### config.mk
export PLATFORM = sky130hd
export DESIGN_NAME = moving_average_param
export DESIGN_NICKNAME = d
export VERILOG_FILES = /design/src/rtl/moving_average_param.sv
export SDC_FILE = /design/constraint.sdc
export NUM_CORES = 1
export LEC_CHECK = 0
export BUFFER_PORTS_ARGS = -buffer_cell sky130_fd_sc_hd__buf_2
export CAP_MARGIN = 40
export CORE_UTILIZATION = 40
export CTS_BUF_LIST = sky130_fd_sc_hd__clkbuf_2 sky130_fd_sc_hd__clkbuf_4 sky130_fd_sc_hd__clkbuf_8
export CTS_CLUSTER_DIAMETER = 100
export DETAILED_ROUTE_END_ITERATION = 8
export GPL_TIMING_DRIVEN = 0
export PLACE_DENSITY = 0.54
export SYNTH_ARGS = -nofsm -noshare
export SYNTH_HDL_FRONTEND = slang
export SYNTH_SLANG_ARGS = --single-unit
### constraint.sdc
create_clock -name clk -period 7.5 [get_ports clk]
set_clock_uncertainty 0.15 [all_clocks]
set_input_delay 1.5 -clock clk [delete_from_list [all_inputs] [get_ports clk]]
set_output_delay 1.5 -clock clk [all_outputs]
set_load 0.02 [all_outputs]
### src/rtl/moving_average_param.sv
// moving_average_param: running mean over a run-time selectable 2^k sample window with warm-up, flush and optional rounding.
module moving_average_param #(
   parameter int DATA_W     = 8,
   parameter int LOG2_DEPTH = 3,
   parameter int ROUND      = 0
) (
   input  logic                               clk,
   input  logic                               rst_n,
   input  logic                               ena,
   input  logic                               in_valid,
   input  logic [DATA_W-1:0]                  in_data,
   input  logic [$clog2(LOG2_DEPTH+1)-1:0]    win_sel,
   input  logic                               clear,
   output logic                               out_valid,
   output logic [DATA_W-1:0]                  out_data,
   output logic                               full
);
   localparam int DEPTH = 1 << LOG2_DEPTH;
   localparam int AW    = DATA_W + LOG2_DEPTH;
   localparam int CW    = LOG2_DEPTH + 1;
   localparam int KW    = $clog2(LOG2_DEPTH + 1);

   logic [DATA_W-1:0]     mem [DEPTH];
   logic [AW-1:0]         acc, base_acc, acc_next, half;
   logic [CW-1:0]         count, base_cnt, cnt_next, n;
   logic [LOG2_DEPTH-1:0] wr_ptr, base_ptr, rd_ptr;
   logic [KW-1:0]         active_k, k_sel, k_now;
   logic [DATA_W-1:0]     oldest, avg;
   logic                  flush, accept;

   // A flush (clear or window change) is applied before the sample of the same cycle.
   always_comb begin
      k_sel    = (win_sel > KW'(LOG2_DEPTH)) ? KW'(LOG2_DEPTH) : win_sel;
      flush    = ena && (clear || k_sel != active_k);
      accept   = ena && in_valid;
      k_now    = ena ? k_sel : active_k;
      base_acc = flush ? '0 : acc;
      base_cnt = flush ? '0 : count;
      base_ptr = flush ? '0 : wr_ptr;
      n        = CW'(1) << k_now;
      rd_ptr   = base_ptr - n[LOG2_DEPTH-1:0];
      oldest   = (base_cnt >= n) ? mem[rd_ptr] : '0;
      acc_next = base_acc + AW'(in_data) - AW'(oldest);
      cnt_next = base_cnt + CW'(base_cnt != CW'(DEPTH));
      half     = (ROUND != 0 && k_now != '0) ? AW'(1) << (k_now - KW'(1)) : '0;
      avg      = DATA_W'((acc_next + half) >> k_now);
   end

   always_ff @(posedge clk)
      if (accept) mem[base_ptr] <= in_data;

   always_ff @(posedge clk or negedge rst_n) begin
      if (!rst_n) begin
         out_valid <= 1'b0;
         out_data  <= '0;
         full      <= 1'b0;
         acc       <= '0;
         count     <= '0;
         wr_ptr    <= '0;
         active_k  <= '0;
      end else if (ena) begin
         out_valid <= in_valid;
         if (flush) active_k <= k_sel;
         if (in_valid) begin
            acc      <= acc_next;
            count    <= cnt_next;
            wr_ptr   <= base_ptr + 1'b1;
            out_data <= avg;
            full     <= cnt_next >= n;
         end else if (flush) begin
            acc    <= '0;
            count  <= '0;
            wr_ptr <= '0;
            full   <= 1'b0;
         end
      end else begin
         out_valid <= 1'b0;
      end
   end
endmodule

==> results.toml, run 1 <==
[finish]
postLayoutCoreUtil_pct = 46.6
final_cells = 609
diodes = 0
area_growth_pct = 12.8
nets = 482
drive_gt1_share_pct = 20.9

[critical_path]
cp_data_required_time_ns = 7.62
cp-startpoint = "win_sel[1]"
rrSetupSlack_ns = 1.25
critPathLaunchType = "primary input"
endpoint_kind = "register"
max_stage_delay_ns = 0.67
reg2reg_from = "active_k[1]"
path_cells = "buf_2, xor2_1, o31ai_4, and2_1, clkbuf_1, inv_2, ha_1, fa_2, clkbuf_2, mux4_2, mux2i_1, nor2_1, fa_1, inv_1, fa_1, a211oi_1, o21ai_1, a31oi_1, a21oi_1, a211o_1, a32o_1"
worstPathMaxFanout = 10
rr_endpoint = "acc[10]"
cp_slowest_cell = "fa_2"
rr_worst_depth = 20
path_class = "in2reg"
crit_top_cell = "fa_1"
crit_arrival_ns = 7.16

[sta]
tightest_slew_ns = 0.797
post-route-period-util_pct = 93.8
fmax_mhz = 142
whs_ns = 0.347
tns_ns = 0
maxSlewHeadroom_pct = 46.6
drv_slew = 0
rsz0062_at_grt = "no"
period_minus_slack_ns = 7.03
worst_slack_ns = 0.467
finalSetupViolations = 0
hold_violations = 0

[power_and_ir_drop]
cellPowerDensity_nw_per_um2 = 316
seq_power_share_pct = 36.0
combPwrFrac_pct = 43.7
p_sw_uw = 689
irDropWorstVdd_v = 0.000133
sw_frac_of_total_pct = 38.8
p_leak_uw = 0.00226
clkPwrFrac_pct = 20.3
cellInternalPower_uw = 1090

[global_routing]
grt_use_met3_pct = 2.60
grt_pass1_vias = 3277
grt_pass1_wl_microns = 18200
overflow = 0
grt_use_total_pct = 18.9
grt_use_met1_pct = 27.2
grt.met2_usage_pct = 29.5
antenna_found_initial = 0
top_usage_layer = "met2"
grt_max_degree = 31

[synthesis]
yosysSeqAreaShare_pct = 53.6
synth_cell_type_count = 58
synth_edf_count = 64
synth-main-ff-cell = "edfxtp_1"
ys_warn_count = 0
synth-seq-cells = 94
synth.avg_cell_area_sq_um = 12.7
synth-async-reset-ratio_pct = 31.9
synthCells = 393
synth_area_sq_um = 4980
syn-num-nets = 439

[floorplan]
die_h_microns = 114
initial_utilization_pct = 41.3
dieArea_sq_um = 12900
io_pins = 25
rows = 40
fp.dieW_microns = 114
coreArea_sq_um = 12100

[drt]
first_iter_violations = 167
drtPass1Iterations = 4
num_vias = 3147
viasPerCell = 5.17
drc = 0
wl_per_cell_microns = 17.8
totalWireLength_microns = 10800
ant_nets = 0

[clock_tree]
cts.clk_slew.worst_paths_ns = 0.10
htree_num_levels = 3
clk_latency_ns = 0.37
cts_tree = "done"
cts_buffers = 9
clock_path_buffers = 2
hold_buffers = 0
cts_root_buf = "clkbuf_8"
clock-sinks = 94

[placed_design]
routabilityCongestion = 0.785
place_ws_ns = -0.541
port_buffers = 23
post-place-cells = 592
hpwl_microns = 7900

[outcome]
status = "finished clean"

[flow_run]
drv_cap = 0

[hold_path]
hold_start = "out_data[0]"
hold_path_depth = 2
hp-class = "reg2reg"
holdPathEnd = "out_data[0]"
logic make-up after synthesis:
group	synth area share (%)
AND/OR/NAND/NOR	9.14
adder cells (fa/ha/maj)	9.36
XOR/XNOR	3.69
buffers and inverters	4.19
flip-flops	53.6
multiplexers	9.91
AO/OA/AOI/OAI	10.1
cells in the final DEF (no fill, tap or decap), types with 7 or more instances in the layout:
cell       n
o21ai_0   15
xnor2_1    7
mux2i_1   10
buf_2     27
clkbuf_1   9
clkbuf_8   9
edfxtp_1  64
ha_1      22
buf_4      8
dfrtp_1   30
xor2_1     9
a21oi_1   20
inv_1     32
fa_1       8
nand3_1    7
nand2_1   38
nor2_1    21
mux4_2    16
layout make-up:
class	count	area, sq um
fillers	1089	6440
flip-flops and latches	94	2670
multi-input cells	248	2140
well taps	168	210
repair buffers	33	185
inverters	36	135
clock buffers	9	124
clock inverters	7	80.1
plain buffers	14	71.3
power by group through the flow:
stage / clock (uW) / sequential [uW] / combinational, uW
final: 361 / 640 / 776
after global routing: 383 / 646 / 883
after detailed placement: 0 / 653 / 774
after CTS: 369 / 641 / 778
after global placement: 0 / 651 / 764
after floorplan: 0 / 673 / 561
Yosys cell counts, drive strengths merged, types with 7 or more instances:
cell | n | area [sq um]
edfxtp | 64 | 1920
nand2 | 40 | 155
inv | 35 | 131
dfrtp | 30 | 751
ha | 22 | 275
nor2 | 22 | 90.1
a21oi | 20 | 100
o21ai | 19 | 95.1
mux4 | 16 | 360
mux2i | 11 | 123
clkbuf | 10 | 37.5
fa | 9 | 180
xnor2 | 9 | 105
xor2 | 9 | 78.8
nand3 | 7 | 35.0
registers in the layout, summed over array words and instances, names as in the netlist:
register / count
full: 1
acc: 11
out_valid: 1
active_k: 2
out_data: 8
wr_ptr: 3
mem: 64
count: 4
worst max-delay path, delay by kind of cell:
family | cells | cell delay, ns
multiplexers | 2 | 0.55
AO/OA/AOI/OAI | 7 | 1.84
buffers and inverters | 5 | 0.90
AND/OR/NAND/NOR | 2 | 0.28
XOR/XNOR | 1 | 0.18
adder cells (fa/ha/maj) | 4 | 1.90
timing repair:
item / CTS / global route
pin swaps: 0 / 1
buffers inserted: 0 / 2
endpoints found under the setup margin: 5 / 8
gates resized for setup: 1 / 2
worst max path at each step:
stage                     slack (ns)     endpoint  cells after the start
after detailed placement       -0.54      acc[10]                     22
after CTS                        0.1      acc[10]                     22
after global placement         -0.41  out_data[6]                     22
after floorplan                 0.83      acc[10]                     21
after global routing            0.12      acc[10]                     21
final                           0.47      acc[10]                     21
layer usage:
layer	part of all wire [%]	up-vias
met1	49	1579
met2	47	38
met5	0	-
met3	2.5	10
met4	1.4	0
li1	-	1520
metrics by stage:
step	power (uW)	instance area [sq um]
detailed placement	1430	5400
floorplan	1230	4980
global placement	1420	5310
finish	1780	5620
CTS	1790	5600
global route	1910	5620
No activity file was read; power rests on OpenSTA's default activity.
==> run 2, diff against run 1 <==
--- a/config.mk
+++ b/config.mk
@@ -7,12 +7,12 @@
 export LEC_CHECK = 0
 export BUFFER_PORTS_ARGS = -buffer_cell sky130_fd_sc_hd__buf_2
 export CAP_MARGIN = 40
-export CORE_UTILIZATION = 40
+export CORE_UTILIZATION = 61
 export CTS_BUF_LIST = sky130_fd_sc_hd__clkbuf_2 sky130_fd_sc_hd__clkbuf_4 sky130_fd_sc_hd__clkbuf_8
 export CTS_CLUSTER_DIAMETER = 100
 export DETAILED_ROUTE_END_ITERATION = 8
 export GPL_TIMING_DRIVEN = 0
-export PLACE_DENSITY = 0.54
+export PLACE_DENSITY = 0.77
 export SYNTH_ARGS = -nofsm -noshare
 export SYNTH_HDL_FRONTEND = slang
 export SYNTH_SLANG_ARGS = --single-unit
==> results.toml, run 2 (synthesis results as in run 1) <==
[critical_path]
rr_endpoint = "out_data[6]"
crit_arrival_ns = 7.30
cp_data_required_time_ns = 7.60
worstPathMaxFanout = 10
rrSetupSlack_ns = 1.08
critPathLaunchType = "primary input"
reg2reg_from = "active_k[1]"
path_class = "in2reg"
rr_worst_depth = 20
endpoint_kind = "register"

[floorplan]
fp.dieW_microns = 92.4
dieArea_sq_um = 8540
coreArea_sq_um = 7810
rows = 32
die_h_microns = 92.4
io_pins = 25
initial_utilization_pct = 63.8

[drt]
totalWireLength_microns = 10200
drc = 0
drtPass1Iterations = 7
viasPerCell = 5.93
num_vias = 3224
wl_per_cell_microns = 18.7
first_iter_violations = 171
ant_nets = 0

[clock_tree]
clk_latency_ns = 0.37
cts.clk_slew.worst_paths_ns = 0.10
htree_num_levels = 3
clock_path_buffers = 2
cts_buffers = 9
clock-sinks = 94
cts_tree = "done"
cts_root_buf = "clkbuf_8"

[sta]
post-route-period-util_pct = 96.0
period_minus_slack_ns = 7.20
tightest_slew_ns = 0.838
drv_slew = 0
hold_violations = 0
rsz0062_at_grt = "no"
maxSlewHeadroom_pct = 43.9
finalSetupViolations = 0
worst_slack_ns = 0.296
fmax_mhz = 139
whs_ns = 0.349

[power_and_ir_drop]
p_sw_uw = 691
cellPowerDensity_nw_per_um2 = 317
clkPwrFrac_pct = 18.6
irDropWorstVdd_v = 0.000217
cellInternalPower_uw = 1060
sw_frac_of_total_pct = 39.6
seq_power_share_pct = 36.6
combPwrFrac_pct = 44.8
p_leak_uw = 0.00225

[finish]
largest_register = "mem"
layout_commonest_cell = "edfxtp_1"
nets = 483
drive_gt1_share_pct = 20.6
diodes = 0
reg.largest.list = "mem x64, acc x11, out_data x8"
final_cell_mix = "edfxtp_1 (64), nand2_1 (38), inv_1 (32)"
largest_reg_flops = 64
area_growth_pct = 10.5
final_cells = 544

[hold_path]
holdPathEnd = "acc[2]"
hold_path_depth = 2
hold_start = "acc[2]"
hp-class = "reg2reg"

[placed_design]
hpwl_microns = 7300
port_buffers = 23
place_ws_ns = -0.436
routabilityCongestion = 0.852
post-place-cells = 526

[outcome]
status = "finished clean"

[global_routing]
overflow = 0
grt_use_total_pct = 26.4
antenna_found_initial = 0
grt_pass1_wl_microns = 16700
grt_max_degree = 31
grt_pass1_vias = 3368

[flow_run]
drv_cap = 0
-- run 2: worst max-delay path by stage --
stage,start,slack (ns),to,depth (start not counted)
2_1_floorplan,win_sel[1],0.83,acc[10],21
3_3_place_gp,win_sel[1],-0.21,acc[10],22
3_5_place_dp,win_sel[1],-0.44,acc[10],22
4_1_cts,win_sel[1],0.11,out_data[6],22
5_1_grt,win_sel[1],0.009,out_data[6],21
6_report,win_sel[1],0.30,out_data[6],21
-- run 2: worst max-delay path: stages --
cell and delay [ns]:
buf_2 0.13, xor2_1 0.18, o31ai_4 0.45, and2_1 0.21, clkbuf_1 0.23, inv_2 0.11
ha_1 0.23, fa_2 0.67, clkbuf_2 0.35, mux4_2 0.35, mux2i_1 0.20, nor2_1 0.09
fa_1 0.53, inv_1 0.07, ha_1 0.31, a211oi_1 0.37, o21ai_1 0.17, a311oi_1 0.42
xnor2_1 0.22, a221oi_1 0.40, a21oi_1 0.11
-- run 2: routing by layer --
layer	vias up	part of all wire, %	GRT usage, %
li1	1515	-	-
met1	1622	43	34.1
met2	79	51	45.5
met3	8	4.0	4.84
met4	0	1.2	7.81
met5	-	0	0
-- run 2: through the flow --
step | setup TNS (ns) | utilization (%) | area (sq um) | total power (uW)
3_3_place_gp | -0.675 | 67.0 | 5230 | 1390
5_1_grt | 0 | 70.6 | 5510 | 1860
2_1_floorplan | 0 | - | 4980 | 1230
4_1_cts | 0 | 70.3 | 5490 | 1740
3_5_place_dp | -2.69 | 67.9 | 5300 | 1420
6_report | 0 | 70.6 | 5510 | 1750
-- run 2: repair_timing --
action	CTS	global route
hold buffers	0	0
gates resized for setup	1	1
setup endpoints to repair	3	7
pin swaps	0	1
setup buffers	0	3
-- run 2: cell type report --
class	instances	area, sq um
Timing Repair Buffer	34	188
Multi-Input combinational cell	248	2130
Clock buffer	9	124
Clock inverter	7	61.3
Fill cell	559	2300
Inverter	36	135
Buffer	14	71.3
Sequential cell	94	2670
Tap cell	102	128
-- run 2: power groups by stage --
stage | sequential (uW) | clock, uW | combinational [uW]
floorplan | 673 | 0 | 561
global placement | 649 | 0 | 741
detailed placement | 652 | 0 | 765
CTS | 640 | 328 | 774
global route | 646 | 348 | 869
finish | 640 | 325 | 782
